[config.mk]
export PLATFORM = sky130hd
export DESIGN_NAME = fir_mul_pipe
export DESIGN_NICKNAME = d
export VERILOG_FILES = /design/src/rtl/fir_mul_pipe.sv
export SDC_FILE = /design/constraint.sdc
export NUM_CORES = 1
export LEC_CHECK = 0
export CAP_MARGIN = 0
export CORE_ASPECT_RATIO = 1.25
export CORE_MARGIN = 1.5
export CORE_UTILIZATION = 40
export CTS_CLUSTER_DIAMETER = 40
export CTS_CLUSTER_SIZE = 16
export DETAILED_ROUTE_END_ITERATION = 10
export PLACE_DENSITY = 0.56
export SLEW_MARGIN = 40
export SYNTH_ARGS = -nofsm -noshare
export SYNTH_HDL_FRONTEND = slang
export SYNTH_SLANG_ARGS = --single-unit
[constraint.sdc]
create_clock -name clk -period 2.1 [get_ports clk]
set_clock_uncertainty 0.05 [all_clocks]
set_input_delay 0.42 -clock clk [delete_from_list [all_inputs] [get_ports clk]]
set_output_delay 0.42 -clock clk [all_outputs]
set_load 0.05 [all_outputs]
[src/rtl/fir_mul_pipe.sv]
// Two-stage pipelined posit multiplier in fields-intermediate form.
// Stage 1 forms the raw sign/exponent/product; stage 2 normalizes and forces specials to zero payload.
module fir_mul_pipe #(
   parameter int N         = 16,
   parameter int ES        = 1,
   parameter int TE_SIZE   = ES + $clog2(N) + 1,
   parameter int MANT_SIZE = N - 2,
   parameter int FIR_SIZE  = 1 + TE_SIZE + MANT_SIZE
) (
   input  logic                     clk,
   input  logic                     rst_n,
   input  logic                     in_valid,
   output logic                     in_ready,
   input  logic [FIR_SIZE-1:0]      fir_a,
   input  logic [FIR_SIZE-1:0]      fir_b,
   input  logic                     zero_a,
   input  logic                     zero_b,
   input  logic                     nar_a,
   input  logic                     nar_b,
   output logic                     out_valid,
   input  logic                     out_ready,
   output logic                     sign_out,
   output logic [TE_SIZE:0]         te_out,
   output logic [2*MANT_SIZE-1:0]   mant_out,
   output logic                     zero_out,
   output logic                     nar_out
);

   localparam int PW = 2 * MANT_SIZE;

   logic                 sign_a_s, sign_b_s;
   logic [TE_SIZE-1:0]   te_a_s, te_b_s;
   logic [MANT_SIZE-1:0] mant_a_s, mant_b_s;
   logic [TE_SIZE:0]     s1_te_s;
   logic [PW-1:0]        s1_prod_s;
   logic                 s1_nar_s, s1_zero_s;
   logic                 s1_en_s, s2_en_s;

   logic                 s1_valid_r;
   logic                 s1_sign_r;
   logic [TE_SIZE:0]     s1_te_r;
   logic [PW-1:0]        s1_prod_r;
   logic                 s1_zero_r, s1_nar_r;

   logic                 s2_sign_s;
   logic [TE_SIZE:0]     s2_te_s;
   logic [PW-1:0]        s2_mant_s;

   assign sign_a_s = fir_a[FIR_SIZE-1];
   assign sign_b_s = fir_b[FIR_SIZE-1];
   assign te_a_s   = fir_a[FIR_SIZE-2 -: TE_SIZE];
   assign te_b_s   = fir_b[FIR_SIZE-2 -: TE_SIZE];
   assign mant_a_s = fir_a[MANT_SIZE-1:0];
   assign mant_b_s = fir_b[MANT_SIZE-1:0];

   assign s1_te_s   = {te_a_s[TE_SIZE-1], te_a_s} + {te_b_s[TE_SIZE-1], te_b_s};
   assign s1_prod_s = {{MANT_SIZE{1'b0}}, mant_a_s} * {{MANT_SIZE{1'b0}}, mant_b_s};
   assign s1_nar_s  = nar_a | nar_b;
   assign s1_zero_s = !s1_nar_s & (zero_a | zero_b);

   // A stage may load when it is empty or its contents leave this cycle.
   assign s2_en_s  = !out_valid | out_ready;
   assign s1_en_s  = !s1_valid_r | s2_en_s;
   assign in_ready = s1_en_s;

   // Stage 1 occupancy.
   always_ff @(posedge clk or negedge rst_n) begin
      if (!rst_n) begin
         s1_valid_r <= 1'b0;
      end else if (s1_en_s) begin
         s1_valid_r <= in_valid;
      end else begin
         s1_valid_r <= s1_valid_r;
      end
   end

   // Stage 1 payload, loaded only on an input transfer.
   always_ff @(posedge clk) begin
      if (in_valid && s1_en_s) begin
         s1_sign_r <= sign_a_s ^ sign_b_s;
         s1_te_r   <= s1_te_s;
         s1_prod_r <= s1_prod_s;
         s1_zero_r <= s1_zero_s;
         s1_nar_r  <= s1_nar_s;
      end else begin
         s1_sign_r <= s1_sign_r;
         s1_te_r   <= s1_te_r;
         s1_prod_r <= s1_prod_r;
         s1_zero_r <= s1_zero_r;
         s1_nar_r  <= s1_nar_r;
      end
   end

   // Normalize the product so its MSB is the hidden bit; specials carry an all-zero payload.
   always_comb begin
      s2_sign_s = s1_sign_r;
      s2_te_s   = s1_te_r;
      s2_mant_s = s1_prod_r;
      if (s1_nar_r || s1_zero_r) begin
         s2_sign_s = 1'b0;
         s2_te_s   = {(TE_SIZE+1){1'b0}};
         s2_mant_s = {PW{1'b0}};
      end else if (s1_prod_r[PW-1]) begin
         s2_te_s   = s1_te_r + {{TE_SIZE{1'b0}}, 1'b1};
      end else begin
         s2_mant_s = {s1_prod_r[PW-2:0], 1'b0};
      end
   end

   // Stage 2 doubles as the output register and holds until the output transfer.
   always_ff @(posedge clk or negedge rst_n) begin
      if (!rst_n) begin
         out_valid <= 1'b0;
         sign_out  <= 1'b0;
         te_out    <= {(TE_SIZE+1){1'b0}};
         mant_out  <= {PW{1'b0}};
         zero_out  <= 1'b0;
         nar_out   <= 1'b0;
      end else if (s2_en_s) begin
         out_valid <= s1_valid_r;
         if (s1_valid_r) begin
            sign_out <= s2_sign_s;
            te_out   <= s2_te_s;
            mant_out <= s2_mant_s;
            zero_out <= s1_zero_r;
            nar_out  <= s1_nar_r;
         end else begin
            sign_out <= sign_out;
            te_out   <= te_out;
            mant_out <= mant_out;
            zero_out <= zero_out;
            nar_out  <= nar_out;
         end
      end else begin
         out_valid <= out_valid;
         sign_out  <= sign_out;
         te_out    <= te_out;
         mant_out  <= mant_out;
         zero_out  <= zero_out;
         nar_out   <= nar_out;
      end
   end

endmodule

==> metrics.txt, run 1 <==
status finished, violations left; failing checks setup timing; Reg power frac 11.1%; minimum clock period 5.35 ns; Wirelength per Cell 14.0 um; Routed WL 21.7 mm; Post-Synthesis Cells 1000; WL met1 9.78 mm; CP endpoint s1_prod_r[25]$_DFFE_PP_; EDFF count, synth 38; n_diodes 0; Port Buffers 89; CTS buffer count 9; # clock sinks 78; GPL Wtd Cong 0.862; commonest non-fill, non-tap cell in the layout inv_1; routed wl met3 514 um; peak supply drop 1.90 mV; Final Max Slew Viols 0; core area 23800 um^2; Crit path depth 22; Layout Cells excl Fill 1554; worst hold path class in -> async; clock-pin slew on the worst setup and hold paths 0.06 ns; Max Cap Violations 0; die extent in y 178 um; CP arrival 5.38 ns; CP required 2.12 ns; critical-path cell list buf_12 > and2_4 > fa_1 > inv_2 > fa_1 > inv_2 > fa_1 > inv_2 > fa_1 > inv_2 > fa_1 > inv_1 > fa_1 > inv_2 > ha_4 > nand4_1 > o221ai_2 > a311oi_2 > a21oi_2 > o211ai_1 > a31oi_1 > xor2_1; worst r2r path cells 5; first drt pass iteration count 4; GR Overflow Total 0; critical path endpoint category register; final core utilization 56.4%; fmax 187 MHz; Site Rows 63; sequential share of the synthesized area 22.0%; combinational share of power 83.0%; global-route wire length before repair 36.4 mm; Cell variety after synth 47; internal power 14.1 mW; CP Class in -> reg; most frequent cells in the layout 144 x inv_1, 134 x nand2_1, 132 x fa_1; setup slack, reg-to-reg 0.67 ns; Vias/cell 4.71; delay of the slowest critical-path stage 0.54 ns; CP most frequent cell fa_1; Area growth, synth to finish 37.7%; synth warn 0; CTS tree yes; Reg2Reg Capture Point te_out[4]$_DFFE_PN0P_; power per standard cell area 1860 nW/um^2; post-synthesis net count 1291; fill count 2184; leakage power 6.35 nW; share of cells above drive strength 1 28.7%; clk buf depth 2; GRT Resource Usage Total 17.9%; largest net degree at the start of global routing 40; worst path bufs/invs 7; DR WL met2 11.0 mm; CP startpoint fir_a[7]; Starting Density 41.0%; Reg-to-Reg Start out_valid$_DFFE_PN0P_; clk_lat worst skew 0.33 ns; final worst slack -3.25 ns; CTS root buf clkbuf_16; area of the mapped netlist 9750 um^2; Slew HR 65.2%; cell family contributing the most delay on the critical path adder cells; via count 7324; Mean Syn Cell Area 9.75 um^2; unrepaired setup endpoints after global routing yes; Net Sw Frac 43.5%; Seq cells post-synth 78; # DRC 0; highest-delay cell along the critical path fa_1; HPWL Detailed 18.4 mm; Net Switching 10.9 mW; I/O Pins 90; startpoint types input pin; final worst-path cycle share 255%; Hold Fails Final Rpt 0; H-Tree Depth 3; placed insts 1502; CP Max Fanout 5; Top Metal Used met4; Final ANT Viol Nets 0; setup violators final 25; Slew @ Worst Pin 0.521 ns; initial antenna violation count 0; Nets 1515; Synth async-reset ratio 51.3%; violation count after the first detailed-routing iteration 194; die footprint 25300 um^2; clock share of power 5.9%; number of global-route vias before repair 7654; top_reg_cell synth dfrtp_1; Die X 143 um
[cell usage after synthesis (2+ instances only)]
library cell	n	area, um^2
a21o_1	13	97.6
nor2_1	15	56.3
o211ai_1	2	15.0
or2_2	2	12.5
mux2_2	2	22.5
nand3_1	6	30.0
xnor2_1	20	175
a21oi_1	25	125
edfxtp_1	38	1140
buf_1	2	7.51
nand2b_1	5	31.3
xor2_1	16	140
fa_1	142	2840
nor2b_1	3	18.8
ha_1	99	1240
dfrtp_1	40	1000
inv_1	163	612
or3_1	3	18.8
o21ai_0	47	235
mux2i_1	27	270
o21bai_1	3	22.5
and2_1	102	638
nand4_1	8	50.1
o21a_1	2	15.0
a31oi_1	4	25.0
clkbuf_1	44	165
nand2_1	144	541
a211oi_1	2	15.0
nor3_1	3	15.0
[sequential cells by signal, indices dropped and copies added (netlist names)]
name and flops:
te_out 7, zero_out 1, out_valid 1, sign_out 1, s1_te_r 7, mant_out 28, s1_nar_r 1, s1_sign_r 1
s1_zero_r 1, s1_prod_r 28, s1_valid_r 1, nar_out 1
[power by group through the flow]
stage	Clock (mW)	Sequential [mW]	Combinational, mW
floorplan	0	3.15	10.7
global placement	0	2.82	16.1
detailed placement	0	2.82	16.2
CTS	1.51	2.79	19.0
global route	1.57	2.84	22.8
finish	1.47	2.78	20.7
[worst min-delay path by stage]
| stage | from | to | slack, ns |
|---|---|---|---|
| finish | rst_n | te_out[5]$_DFFE_PN0P_ | 0.36 |
| global route | rst_n | te_out[5]$_DFFE_PN0P_ | 0.36 |
| CTS | rst_n | te_out[5]$_DFFE_PN0P_ | 0.35 |
| detailed placement | rst_n | te_out[5]$_DFFE_PN0P_ | 0.17 |
| global placement | rst_n | te_out[5]$_DFFE_PN0P_ | 0.17 |
| floorplan | rst_n | mant_out[0]$_DFFE_PN0P_ | 0.07 |
[layout make-up]
| class | count | area [um^2] | area share [%] |
|---|---|---|---|
| Clock buffer | 11 | 264 | 1.97 |
| Clock inverter | 5 | 31.3 | 0.233 |
| Inverter | 163 | 612 | 4.56 |
| Multi-Input combinational cell | 713 | 7630 | 56.8 |
| Sequential cell | 78 | 2140 | 16.0 |
| Tap cell | 325 | 407 | 3.03 |
| Timing Repair Buffer | 259 | 2340 | 17.4 |
[per-layer routing]
layer	track usage, %	up-vias
met5	0	-
met4	4.60	0
li1	-	3609
met3	1.57	27
met1	22.8	3570
met2	32.5	118
[metrics by stage]
stage	setup TNS, ns	hold slack (ns)	power (mW)	area (um^2)	setup slack [ns]
3_3_place_gp	-90.82	0.169	18.9	12200	-4.14
2_1_floorplan	-68.98	0.0744	13.8	10200	-3.41
4_1_cts	-67.77	0.348	23.3	13100	-3.23
5_1_grt	-71.51	0.358	27.2	13400	-3.46
6_report	-68.34	0.364	25.0	13400	-3.25
3_5_place_dp	-91.47	0.170	19.0	12200	-4.20
[worst register-to-register path, delay by kind of cell (launching register included)]
family                 cells  cell delay (ns)
DFF                        1             0.39
AOI/OAI and AO/OA          1             0.18
buffers and inverters      1             0.18
and+or+nand+nor            3             0.54
[repair_timing]
| action | 4_1_cts | 5_1_grt |
|---|---|---|
| hold endpoints to repair | 1 | 0 |
| gates resized for setup | 223 | 49 |
| pin swaps | 92 | 55 |
| buffers inserted | 21 | 18 |
| endpoints found under the setup margin | 26 | 26 |
| hold buffers | 1 | 0 |
[kinds of logic (layout without fill, tap and decap cells)]
family	after synthesis	in the layout	share of synthesized area (%)
simple gates	295	295	14.8
fa+ha+maj	241	241	41.9
buf+inv	209	438	8.05
compound gates	112	112	7.07
flops	78	78	22.0
xor+xnor	36	36	3.23
mux	29	29	3.00
No activity file was read; power rests on OpenSTA's default activity.
==> inputs of run 2 (changes only) <==
HOLD_SLACK_MARGIN = 0.06   (was not set)
==> results of run 2 <==
No change in the layout: final DEF, timing and power equal those of run 1.
==> inputs of run 3 (changes only) <==
SKIP_CTS_REPAIR_TIMING = 1   (was not set)
SLEW_MARGIN = 30   (was 40)
==> metrics.txt, run 3 (synthesis results as in run 1) <==
minimum clock period 5.26 ns (-0.0981 ns); fin area 13200 um^2 (-1.6%); setup violators final 25 (unchanged); fmax 190 MHz (+1.9%); final worst-path cycle share 250% (-4.7 points); unrepaired setup endpoints after global routing yes; Site Rows 63 (unchanged); CP startpoint fir_b[9]; core area 23800 um^2 (unchanged); CTS buffer count 9 (unchanged); Routed WL 21.4 mm (-1.6%); leakage power 6.31 nW (-0.69%); critical-path cell list buf_4 > buf_4 > and2_1 > fa_1 > fa_2 > fa_2 > fa_2 > fa_2 > ha_1 > ha_1 > a21o_4 > a31oi_4 > inv_1 > or3_1 > o22a_2 > a221oi_2 > xnor2_1; cell family contributing the most delay on the critical path adder cells; clk buf depth 2 (unchanged); largest net degree at the start of global routing 40 (unchanged); peak supply drop 1.73 mV (-9.4%); Area growth, synth to finish 35.5%; Layout Cells excl Fill 1538 (-1.0%); combinational share of power 82.2% (-0.8 points); final worst slack -3.16 ns (+0.0981 ns); Port Buffers 89 (unchanged); clock share of power 6.1% (+0.2 points); status finished, violations left; HPWL Detailed 18.4 mm (unchanged); CP required 2.12 ns (about the same); worst hold margin 0.363 ns (-0.00128 ns); Net Switching 10.4 mW (-4.2%); first drt pass iteration count 4 (unchanged); CTS root buf clkbuf_16; worst r2r path cells 5 (unchanged); via count 7272 (-0.71%); clock-pin slew on the worst setup and hold paths 0.06 ns (about the same); placed insts 1502 (unchanged); Reg-to-Reg Start out_valid$_DFFE_PN0P_; Wirelength per Cell 13.9 um (-0.56%); CP most frequent cell fa_2; GRT Resource Usage Total 17.5% (-0.45 points); die footprint 25300 um^2 (unchanged); # clock sinks 78 (unchanged); largest registers mant_out x28, s1_prod_r x28; startpoint types input pin; failing checks setup timing; worst hold path class in -> async; delay of the slowest critical-path stage 0.60 ns (+0.06 ns); Final Max Slew Viols 0 (unchanged); CTS tree yes; worst path bufs/invs 3 (-4); placed standard-cell area 12200 um^2 (unchanged); # DRC 0 (unchanged); die extent in y 178 um (unchanged); Crit path depth 17 (-23%); fill count 2213 (+1.3%); initial antenna violation count 0 (unchanged); Hold Fails Final Rpt 0 (unchanged); Starting Density 41.0% (unchanged); commonest non-fill, non-tap cell in the layout inv_1; CP Max Fanout 9 (+4); Final ANT Viol Nets 0 (unchanged); Final TNS setup -67.04 ns (+1.30 ns); clk_lat worst skew 0.33 ns (about the same); Slew HR 65.2% (unchanged); Reg power frac 11.6% (+0.5 points); GPL Wtd Cong 0.862 (unchanged); I/O Pins 90 (unchanged); number of global-route vias before repair 7388 (-3.5%); critical path endpoint category register; internal power 13.5 mW (-4.3%); Nets 1499 (-1.1%); Die X 143 um (unchanged); global-route wire length before repair 35.5 mm (-2.5%); Net Sw Frac 43.5% (about the same); Slew @ Worst Pin 0.521 ns (-0.000000119 ns); CP arrival 5.28 ns (-0.10 ns); Vias/cell 4.73 (+0.32%); power per standard cell area 1810 nW/um^2 (-2.7%); H-Tree Depth 3 (unchanged); CP Class in -> reg; most frequent cells in the layout 147 x inv_1, 136 x nand2_1, 135 x fa_1; share of cells above drive strength 1 26.5% (-2.2 points); violation count after the first detailed-routing iteration 215 (+11%); n_diodes 0 (unchanged); Max Cap Violations 0 (unchanged); GR Overflow Total 0 (unchanged); highest-delay cell along the critical path fa_2
run 3: cell count changes in the layout (fill, tap and decap cells not counted), sizes merged:
| cell | before | now |
|---|---|---|
| buf | 192 | 168 |
| clkbuf | 11 | 21 |
| dlygate4sd2 | 5 | 0 |
| dlymetal6s2s | 0 | 3 |
| clkdlybuf4s15 | 1 | 0 |
| clkdlybuf4s50 | 60 | 61 |
run 3: layout make-up:
class / instances / area [um^2] / area share, %
Clock buffer: 11 / 264 / 2.00
Clock inverter: 5 / 31.3 / 0.237
Inverter: 163 / 612 / 4.63
Tap cell: 325 / 407 / 3.08
Multi-Input combinational cell: 713 / 7540 / 57.1
Timing Repair Buffer: 243 / 2220 / 16.8
Sequential cell: 78 / 2140 / 16.2
run 3: worst paths after layout:
kind	to	slack (ns)
worst max-delay path	s1_prod_r[27]$_DFFE_PP_	-3.16
worst min-delay path	te_out[5]$_DFFE_PN0P_	0.36
worst max register to register	te_out[4]$_DFFE_PN0P_	0.67
worst min register to register	sign_out$_DFFE_PN0P_	0.41
max in group asynchronous	sign_out$_DFFE_PN0P_	1.23
min in group clk	sign_out$_DFFE_PN0P_	0.41
run 3: metal layers:
| metal | track usage (%) | vias up | routed length [um] |
|---|---|---|---|
| li1 | - | 3581 | - |
| met1 | 22.7 | 3573 | 9710 |
| met2 | 31.6 | 101 | 10900 |
| met3 | 1.43 | 17 | 531 |
| met4 | 3.78 | 0 | 263 |
| met5 | 0 | - | 0 |
run 3: metrics by stage:
stage               util (%)  setup slack [ns]  power [mW]
CTS                     52.7             -3.85        20.6
floorplan                  -             -3.41        13.8
global placement        51.5             -4.14        18.9
global route            55.5             -3.38        26.2
finish                  55.5             -3.16        23.9
detailed placement      51.5             -4.20        19.0
run 3: power groups by stage:
stage / combinational, mW / sequential, mW / clock (mW)
finish: 19.7 / 2.78 / 1.47
global route: 21.8 / 2.84 / 1.57
CTS: 16.3 / 2.79 / 1.51
detailed placement: 16.2 / 2.82 / 0
global placement: 16.1 / 2.82 / 0
floorplan: 10.7 / 3.15 / 0
